File: src/rtl/hazard_ctrl.sv
// Stall/flush controller for the 5-stage core: load-use interlock, branch kill,
// exception flush, MDU occupancy of EXE, and a saturating stall-cycle counter.
module hazard_ctrl #(
    parameter int MDU_LAT = 4
) (
    input  logic        clk,
    input  logic        rst,
    input  logic [4:0]  id_rs,
    input  logic [4:0]  id_rt,
    input  logic        id_use_rs,
    input  logic        id_use_rt,
    input  logic        exe_mem_read,
    input  logic [4:0]  exe_wb_dreg,
    input  logic        exe_wb_we,
    input  logic        exe_bj,
    input  logic        exe_mdu,
    input  logic        exc_req,
    input  logic        perf_clr,
    output logic        pc_en,
    output logic        if_id_en,
    output logic        if_id_flush,
    output logic        id_exe_en,
    output logic        id_exe_flush,
    output logic        exe_mem_flush,
    output logic        mdu_busy,
    output logic        mdu_done,
    output logic [15:0] stall_cycles
);

    typedef enum logic {
        RUN  = 1'b0,
        BUSY = 1'b1
    } state_t;

    localparam logic [3:0] LAT_M1 = 4'(MDU_LAT - 1);

    state_t      state_reg, state_next;
    logic [3:0]  cnt_reg, cnt_next;
    logic [15:0] stall_reg;
    logic        load_use;
    logic        rs_hit, rt_hit;

    assign rs_hit   = id_use_rs && (exe_wb_dreg == id_rs);
    assign rt_hit   = id_use_rt && (exe_wb_dreg == id_rt);
    assign load_use = exe_mem_read && exe_wb_we && (exe_wb_dreg != 5'd0) && (rs_hit || rt_hit);

    // Strobes are evaluated in strict priority: exception, MDU occupancy, branch, load-use.
    always_comb begin
        pc_en         = 1'b1;
        if_id_en      = 1'b1;
        id_exe_en     = 1'b1;
        if_id_flush   = 1'b0;
        id_exe_flush  = 1'b0;
        exe_mem_flush = 1'b0;
        mdu_busy      = 1'b0;
        mdu_done      = 1'b0;
        state_next    = state_reg;
        cnt_next      = cnt_reg;

        if (exc_req) begin
            if_id_flush   = 1'b1;
            id_exe_flush  = 1'b1;
            exe_mem_flush = 1'b1;
            state_next    = RUN;
            cnt_next      = 4'd0;
        end else if (state_reg == BUSY && cnt_reg != 4'd0) begin
            pc_en         = 1'b0;
            if_id_en      = 1'b0;
            id_exe_en     = 1'b0;
            exe_mem_flush = 1'b1;
            mdu_busy      = 1'b1;
            cnt_next      = cnt_reg - 4'd1;
        end else if (state_reg == BUSY) begin
            // Final MDU cycle: the op leaves EXE even though exe_mdu is still high.
            mdu_done      = 1'b1;
            mdu_busy      = 1'b1;
            state_next    = RUN;
        end else if (exe_mdu) begin
            pc_en         = 1'b0;
            if_id_en      = 1'b0;
            id_exe_en     = 1'b0;
            exe_mem_flush = 1'b1;
            state_next    = BUSY;
            cnt_next      = LAT_M1;
        end else if (exe_bj) begin
            if_id_flush   = 1'b1;
            id_exe_flush  = 1'b1;
        end else if (load_use) begin
            pc_en         = 1'b0;
            if_id_en      = 1'b0;
            id_exe_flush  = 1'b1;
        end
    end

    always_ff @(posedge clk or negedge rst) begin
        if (!rst) begin
            state_reg <= RUN;
            cnt_reg   <= 4'd0;
        end else begin
            state_reg <= state_next;
            cnt_reg   <= cnt_next;
        end
    end

    // Clear wins over increment; increment stops at all-ones.
    always_ff @(posedge clk or negedge rst) begin
        if (!rst) begin
            stall_reg <= 16'd0;
        end else if (perf_clr) begin
            stall_reg <= 16'd0;
        end else if (!pc_en && stall_reg != 16'hFFFF) begin
            stall_reg <= stall_reg + 16'd1;
        end
    end

    assign stall_cycles = stall_reg;

endmodule

File: config.mk
export PLATFORM = sky130hd
export DESIGN_NAME = hazard_ctrl
export DESIGN_NICKNAME = d
export VERILOG_FILES = /design/src/rtl/hazard_ctrl.sv
export SDC_FILE = /design/constraint.sdc
export NUM_CORES = 1
export LEC_CHECK = 0
export CORE_ASPECT_RATIO = 0.7
export CORE_MARGIN = 2
export CORE_UTILIZATION = 25
export DETAILED_ROUTE_END_ITERATION = 10
export RECOVER_POWER = 25
export SYNTH_ARGS = -nofsm -noshare
export SYNTH_HDL_FRONTEND = slang
export SYNTH_SLANG_ARGS = --single-unit
File: constraint.sdc
create_clock -name clk -period 2.9 [get_ports clk]
set_input_delay 0.435 -clock clk [delete_from_list [all_inputs] [get_ports clk]]
set_output_delay 0.435 -clock clk [all_outputs]
set_load 0.02 [all_outputs]
Word level (Yosys, flattened, before mapping):

Index checks and enable logic that the tools add are counted.

* register bits after elaboration: 21
* bits in latches: 0
* bits in writable memories: 0
* memory bits (read-only): 0
* bits of input ports: 25
* output and inout port bits: 24
* memories kept: 0

* add/subtract/negate cells: 2
* $mul: 0
* divide/modulo/power cells: 0
* order comparisons: 0
* eq/ne operators: 5
* shifts and indexed selects: 0
* multiplexer cells: 38
* bitwise operators: 0
* reductions and logical operators: 14

Operators by type and width (number)
* 2-to-1 mux 1 bit: 32
* 2-to-1 mux 16 bit: 2
* adder 16 x 1 -> 16 bit, second input constant: 1
* 2-to-1 mux 4 bit: 4
* != test 16 bit, second input constant: 1
* == test 5 bit: 2
* logical AND 1 bit: 7
* nonzero test 5 bit: 1
* nonzero test 4 bit: 1
* subtractor 4 x 1 -> 4 bit, second input constant: 1
* != test 3 x 2 -> 1 bit, second input constant: 1
* nonzero test 3 bit: 1
* != test 2 bit, second input constant: 1
* AND reduction 2 bit: 1
* nonzero test 2 bit: 1
* logical NOT 1 bit: 1
* logical OR 1 bit: 1

Depth between registers and ports, before layout:

* depth in word-level cells: 14
* gate-level depth with buffers: 8
* depth with buffers taken out: 7

Worst setup path before layout:

OpenSTA, ideal clock, no wires.

* kind: input-to-output
* start: input exe_wb_dreg[1]
* end: output pc_en
* arrival time: 2156 ps
* path slack: 309 ps
* stages: 5
* buffers on the path: 1
* cell sequence: or3_1 -> o311a_1 -> and2_1 -> o21ai_0 -> buf_4

* cells in the longest elaborated chain, start to end: 10
* elaborated cells on any way between the ends: 14
* those cells by class: eq/ne: 2; mux: 6; reduce/logical: 6

RTL lines
* from (decl): RTL line 13 `input logic [4:0] exe_wb_dreg,`
* == test 5 bit, on equally long branches: RTL line 43, 44
* logical AND 1 bit, on equally long branches: RTL line 43, 44
* logical OR 1 bit: RTL line 45 `assign load_use = exe_mem_read && exe_wb_we && (exe_wb_dreg != 5'd0) && (rs_hit || rt_hit);`
* logical AND 1 bit (*): RTL line 45
* 2-to-1 mux 1 bit (*) (6 in a row)
* to (decl): RTL line 19 `output logic pc_en,`

Mark *: on every way between the ends. The rest lies on a longest branch, timed or not.

Worst setup path in the final report:

* start: input exe_wb_dreg[1]
* end: output pc_en

* cells in the longest elaborated chain, start to end: 10
* elaborated cells on any way between the ends: 14
* those cells by class: eq/ne: 2; mux: 6; reduce/logical: 6

RTL lines
* == test 5 bit, on equally long branches: RTL line 43, 44
* logical AND 1 bit, on equally long branches: RTL line 43, 44
* logical OR 1 bit: RTL line 45
* logical AND 1 bit (*): RTL line 45
* 2-to-1 mux 1 bit (*): RTL line 88 `end else if (load_use) begin`
* 2-to-1 mux 1 bit (*): RTL line 85 `end else if (exe_bj) begin`
* 2-to-1 mux 1 bit (*): RTL line 78 `end else if (exe_mdu) begin`
* 2-to-1 mux 1 bit (*): RTL line 73 `end else if (state_reg == BUSY) begin`
* 2-to-1 mux 1 bit (*): RTL line 66 `end else if (state_reg == BUSY && cnt_reg != 4'd0) begin`
* 2-to-1 mux 1 bit (*): RTL line 60 `if (exc_req) begin`

Marks and branches as above.

==> run_summary.xml <==
<?xml version="1.0" encoding="UTF-8"?>
<metrics>
  <group name="outcome">
    <metric name="run_status" unit="">finished, final reports clean</metric>
  </group>
  <group name="setup_path">
    <metric name="element_type_at_the_critical_path_end" unit="">output port</metric>
    <metric name="required" unit="ps">2470</metric>
    <metric name="r2r-start" unit="">cnt_reg[0]</metric>
    <metric name="crit_path_max_fanout" unit="">2</metric>
    <metric name="critPathKind" unit="">input port to output port</metric>
    <metric name="critical_path_arrival" unit="ps">2310</metric>
    <metric name="start_kind" unit="">input port</metric>
    <metric name="worst_r2r_setup_slack" unit="ps">490</metric>
    <metric name="r2r.worst_path.cells" unit="">9</metric>
    <metric name="timing.rr.end" unit="">stall_cycles[12]</metric>
  </group>
  <group name="power">
    <metric name="power.ir.vdd_worst" unit="V">0.000140</metric>
    <metric name="total_power" unit="W">0.000713</metric>
    <metric name="power_density" unit="nW/um^2">329</metric>
    <metric name="power.static_leakage" unit="nW">0.798</metric>
  </group>
  <group name="routing">
    <metric name="total_number_of_vias" unit="">1476</metric>
    <metric name="final_antenna_net_count" unit="">0</metric>
    <metric name="drc_errors" unit="">0</metric>
    <metric name="routed_wire_length_per_instance" unit="um">13.7</metric>
    <metric name="drt_pre_antenna_iters" unit="">4</metric>
    <metric name="route.final.wire_length" unit="mm">4.03</metric>
    <metric name="vias_per_cell" unit="">5.00</metric>
    <metric name="dr.first_iter.drc_count" unit="">72</metric>
  </group>
  <group name="global_routing">
    <metric name="via_count_of_the_first_global_routing_pass" unit="">1305</metric>
    <metric name="global_route_wire_length_before_repair" unit="mm">6.57</metric>
    <metric name="grt_overflow_total" unit="">0</metric>
    <metric name="grt.total_usage" unit="%">11.9</metric>
    <metric name="grt_max_degree" unit="">26</metric>
    <metric name="grt_antenna_before_repair" unit="">0</metric>
  </group>
  <group name="synth">
    <metric name="yosysSeqAreaShare" unit="%">34.4</metric>
    <metric name="synth.largest_area_cell" unit="">dfrtp_1</metric>
    <metric name="synth.area.top_cells" unit="">dfrtp_1 (34%), xnor2_1 (5.7%), nor2_1 (4.2%)</metric>
    <metric name="mappedNetlistNets" unit="">195</metric>
    <metric name="dominantRegCellSynth" unit="">dfrtp_1</metric>
    <metric name="syn-cell-area" unit="sq um">1530</metric>
    <metric name="post-synth-top-area-fraction" unit="%">34.4</metric>
    <metric name="postSynth.asyncResetShare" unit="%">100</metric>
    <metric name="netlist-cell-type-count" unit="">41</metric>
    <metric name="yosys_warnings" unit="">0</metric>
    <metric name="average_instance_area_after_synthesis" unit="sq um">9.14</metric>
    <metric name="post_synth_inst_count" unit="">167</metric>
    <metric name="number_of_flops_mapped_to_enable_cells_by_yosys" unit="">0</metric>
    <metric name="postSynthRegisterBits" unit="">21</metric>
  </group>
  <group name="sta">
    <metric name="fin_skew" unit="ps">4.20</metric>
    <metric name="max_slew.worst_pin.slew" unit="ps">1170</metric>
    <metric name="setup_viol_count_final" unit="">0</metric>
    <metric name="rsz_0062_raised_after_global_routing" unit="">false</metric>
    <metric name="drv_slew" unit="">0</metric>
    <metric name="maxSlewHeadroom" unit="%">22.0</metric>
    <metric name="timing.final.crit_share" unit="%">94.7</metric>
    <metric name="setup_total_negative_slack" unit="ps">0</metric>
    <metric name="period_needed" unit="ps">2750</metric>
    <metric name="achievable-frequency" unit="MHz">364</metric>
    <metric name="hold_viol" unit="">0</metric>
  </group>
  <group name="clock_tree">
    <metric name="clock_tree.root_cell" unit="">clkbuf_8</metric>
    <metric name="cts.sinks" unit="">21</metric>
    <metric name="ctsLongestPathBuffers" unit="">2</metric>
    <metric name="post_cts.repair.setup_buffers" unit="">0</metric>
    <metric name="cts-hold-fix-buffers" unit="">0</metric>
    <metric name="post_cts_clock_slew_at_the_launch_and_capture_registers_of_the_worst_setup_and_hold_paths" unit="ps">80</metric>
    <metric name="cts_tree" unit="">yes</metric>
    <metric name="h-tree-depth" unit="">1</metric>
    <metric name="cts_made_buffers" unit="">3</metric>
    <metric name="worst_skew_pair.late_latency" unit="ps">260</metric>
  </group>
  <group name="worst_hold_path">
    <metric name="whs_path_depth" unit="">1</metric>
    <metric name="worst_hold_path_type" unit="">flip-flop to flip-flop</metric>
    <metric name="hold_ep" unit="">cnt_reg[3]</metric>
    <metric name="hold_path_startpoint" unit="">cnt_reg[3]</metric>
  </group>
  <group name="place">
    <metric name="gp_congestion" unit="">0.776</metric>
    <metric name="hpwl_after_detailed_placement" unit="mm">3.09</metric>
    <metric name="portBuffers" unit="">48</metric>
  </group>
  <group name="floorplanning">
    <metric name="die_area" unit="sq um">6760</metric>
    <metric name="i_o_pins" unit="">49</metric>
    <metric name="core_region_area" unit="sq um">5810</metric>
    <metric name="num_rows" unit="">23</metric>
    <metric name="fp.dieW" unit="um">97.4</metric>
    <metric name="floorplan.initialDensity" unit="%">26.3</metric>
    <metric name="die_height" unit="um">69.4</metric>
  </group>
  <group name="flow_run">
    <metric name="drv_cap" unit="">0</metric>
  </group>
  <group name="layout">
    <metric name="seqCellArea" unit="sq um">526</metric>
    <metric name="n_fill_cell" unit="">611</metric>
    <metric name="finish.net_count" unit="">249</metric>
    <metric name="layout-area-overhead-vs-synth" unit="%">42.0</metric>
    <metric name="drive_above_1_share" unit="%">11.8</metric>
    <metric name="multiInputGateArea" unit="sq um">938</metric>
    <metric name="max_reg_flops" unit="">16</metric>
    <metric name="antenna-diode-count" unit="">0</metric>
  </group>
</metrics>
[worst max-delay path: stages]
cell	delay (ps)
clkdlybuf4s50_1	420
or3_1	370
o311a_1	320
and2_1	190
o21ai_0	220
dlygate4sd2_1	370
[cells by family (layout without fill, tap and decap cells)]
kind of cell,Yosys count,count (layout),share of synthesized area [%]
multiplexers,6,6,5.33
XOR/XNOR,10,10,5.74
AND/OR/NAND/NOR,74,74,28.8
adder cells (fa/ha/maj),3,3,2.46
AO/OA/AOI/OAI,40,40,19.2
buffers and inverters,13,66,4.10
flip-flops,21,21,34.4
[area by class of cell]
cell class,count,share of cell area (%)
multi-input cells,133,43.3
repair buffers,57,25.1
flip-flops and latches,21,24.2
well taps,75,4.33
clock buffers,3,1.91
inverters,5,0.866
clock inverters,1,0.231
[timing repair]
action                     4_1_cts  5_1_grt
setup endpoints to repair        2        1
gates resized for setup          2        1
pin swaps                        0        0
[power breakdown]
group / switching (W) / internal [W]
logic: 0.000106 / 0.0000954
registers: 0.0000122 / 0.000301
clock network: 0.000102 / 0.0000958
[metal layers]
| metal | up-vias | share of wire (%) | track usage, % |
|---|---|---|---|
| met3 | 2 | 6.4 | 4.13 |
| li1 | 725 | - | - |
| met5 | - | 0 | 0 |
| met4 | 0 | 0.32 | 1.39 |
| met2 | 45 | 42 | 17.3 |
| met1 | 704 | 51 | 17.5 |
[synth_stat cells (2+ instances only)]
| cell type | count |
|---|---|
| nand3_1 | 4 |
| a21o_1 | 2 |
| dfrtp_1 | 21 |
| ha_1 | 3 |
| or3_1 | 6 |
| mux2_4 | 4 |
| clkbuf_1 | 4 |
| xnor2_1 | 10 |
| nand2_1 | 10 |
| o21ai_0 | 11 |
| or4_1 | 5 |
| a21oi_1 | 11 |
| buf_2 | 2 |
| o2111ai_1 | 5 |
| and2_1 | 2 |
| nand2b_1 | 4 |
| nor3_1 | 4 |
| o31ai_1 | 3 |
| nor4_2 | 4 |
| nor2_1 | 17 |
| inv_1 | 5 |
| nor2b_1 | 6 |
| nand4_1 | 6 |
[placed cells by master, fill, tap and decap left out, drive strengths merged, types with 5 or more instances in the layout]
cell,n
mux2,5
nand2,10
clkdlybuf4s50,44
a21oi,11
o2111ai,5
or3,6
nand4,7
inv,5
or4,5
xnor2,10
nor2,17
buf,8
nor4,5
dfrtp,21
nor2b,6
o21ai,11
[worst max-delay path by stage]
| stage | slack [ps] | start | to | depth (start not counted) |
|---|---|---|---|---|
| floorplan | 310 | exe_wb_dreg[1] | pc_en | 5 |
| global placement | -80 | exe_wb_dreg[1] | pc_en | 6 |
| detailed placement | -130 | exe_wb_dreg[1] | if_id_en | 6 |
| CTS | 30 | exe_wb_dreg[1] | id_exe_flush | 6 |
| global route | 30 | exe_wb_dreg[1] | pc_en | 6 |
| finish | 150 | exe_wb_dreg[1] | pc_en | 6 |
[per-stage QoR]
step / instances / hold WS, ps / utilization [%] / cell area [sq um] / setup WS (ps)
floorplan: 167 / 139 / - / 1530 / 309
detailed placement: 291 / 505 / 36.5 / 2120 / -134
global route: 295 / 533 / 37.3 / 2170 / 27.5
global placement: 291 / 515 / 36.5 / 2120 / -81.7
finish: 295 / 521 / 37.3 / 2170 / 152
CTS: 295 / 521 / 37.3 / 2170 / 27.9
Note: power is estimated with default switching activity, not from simulation.
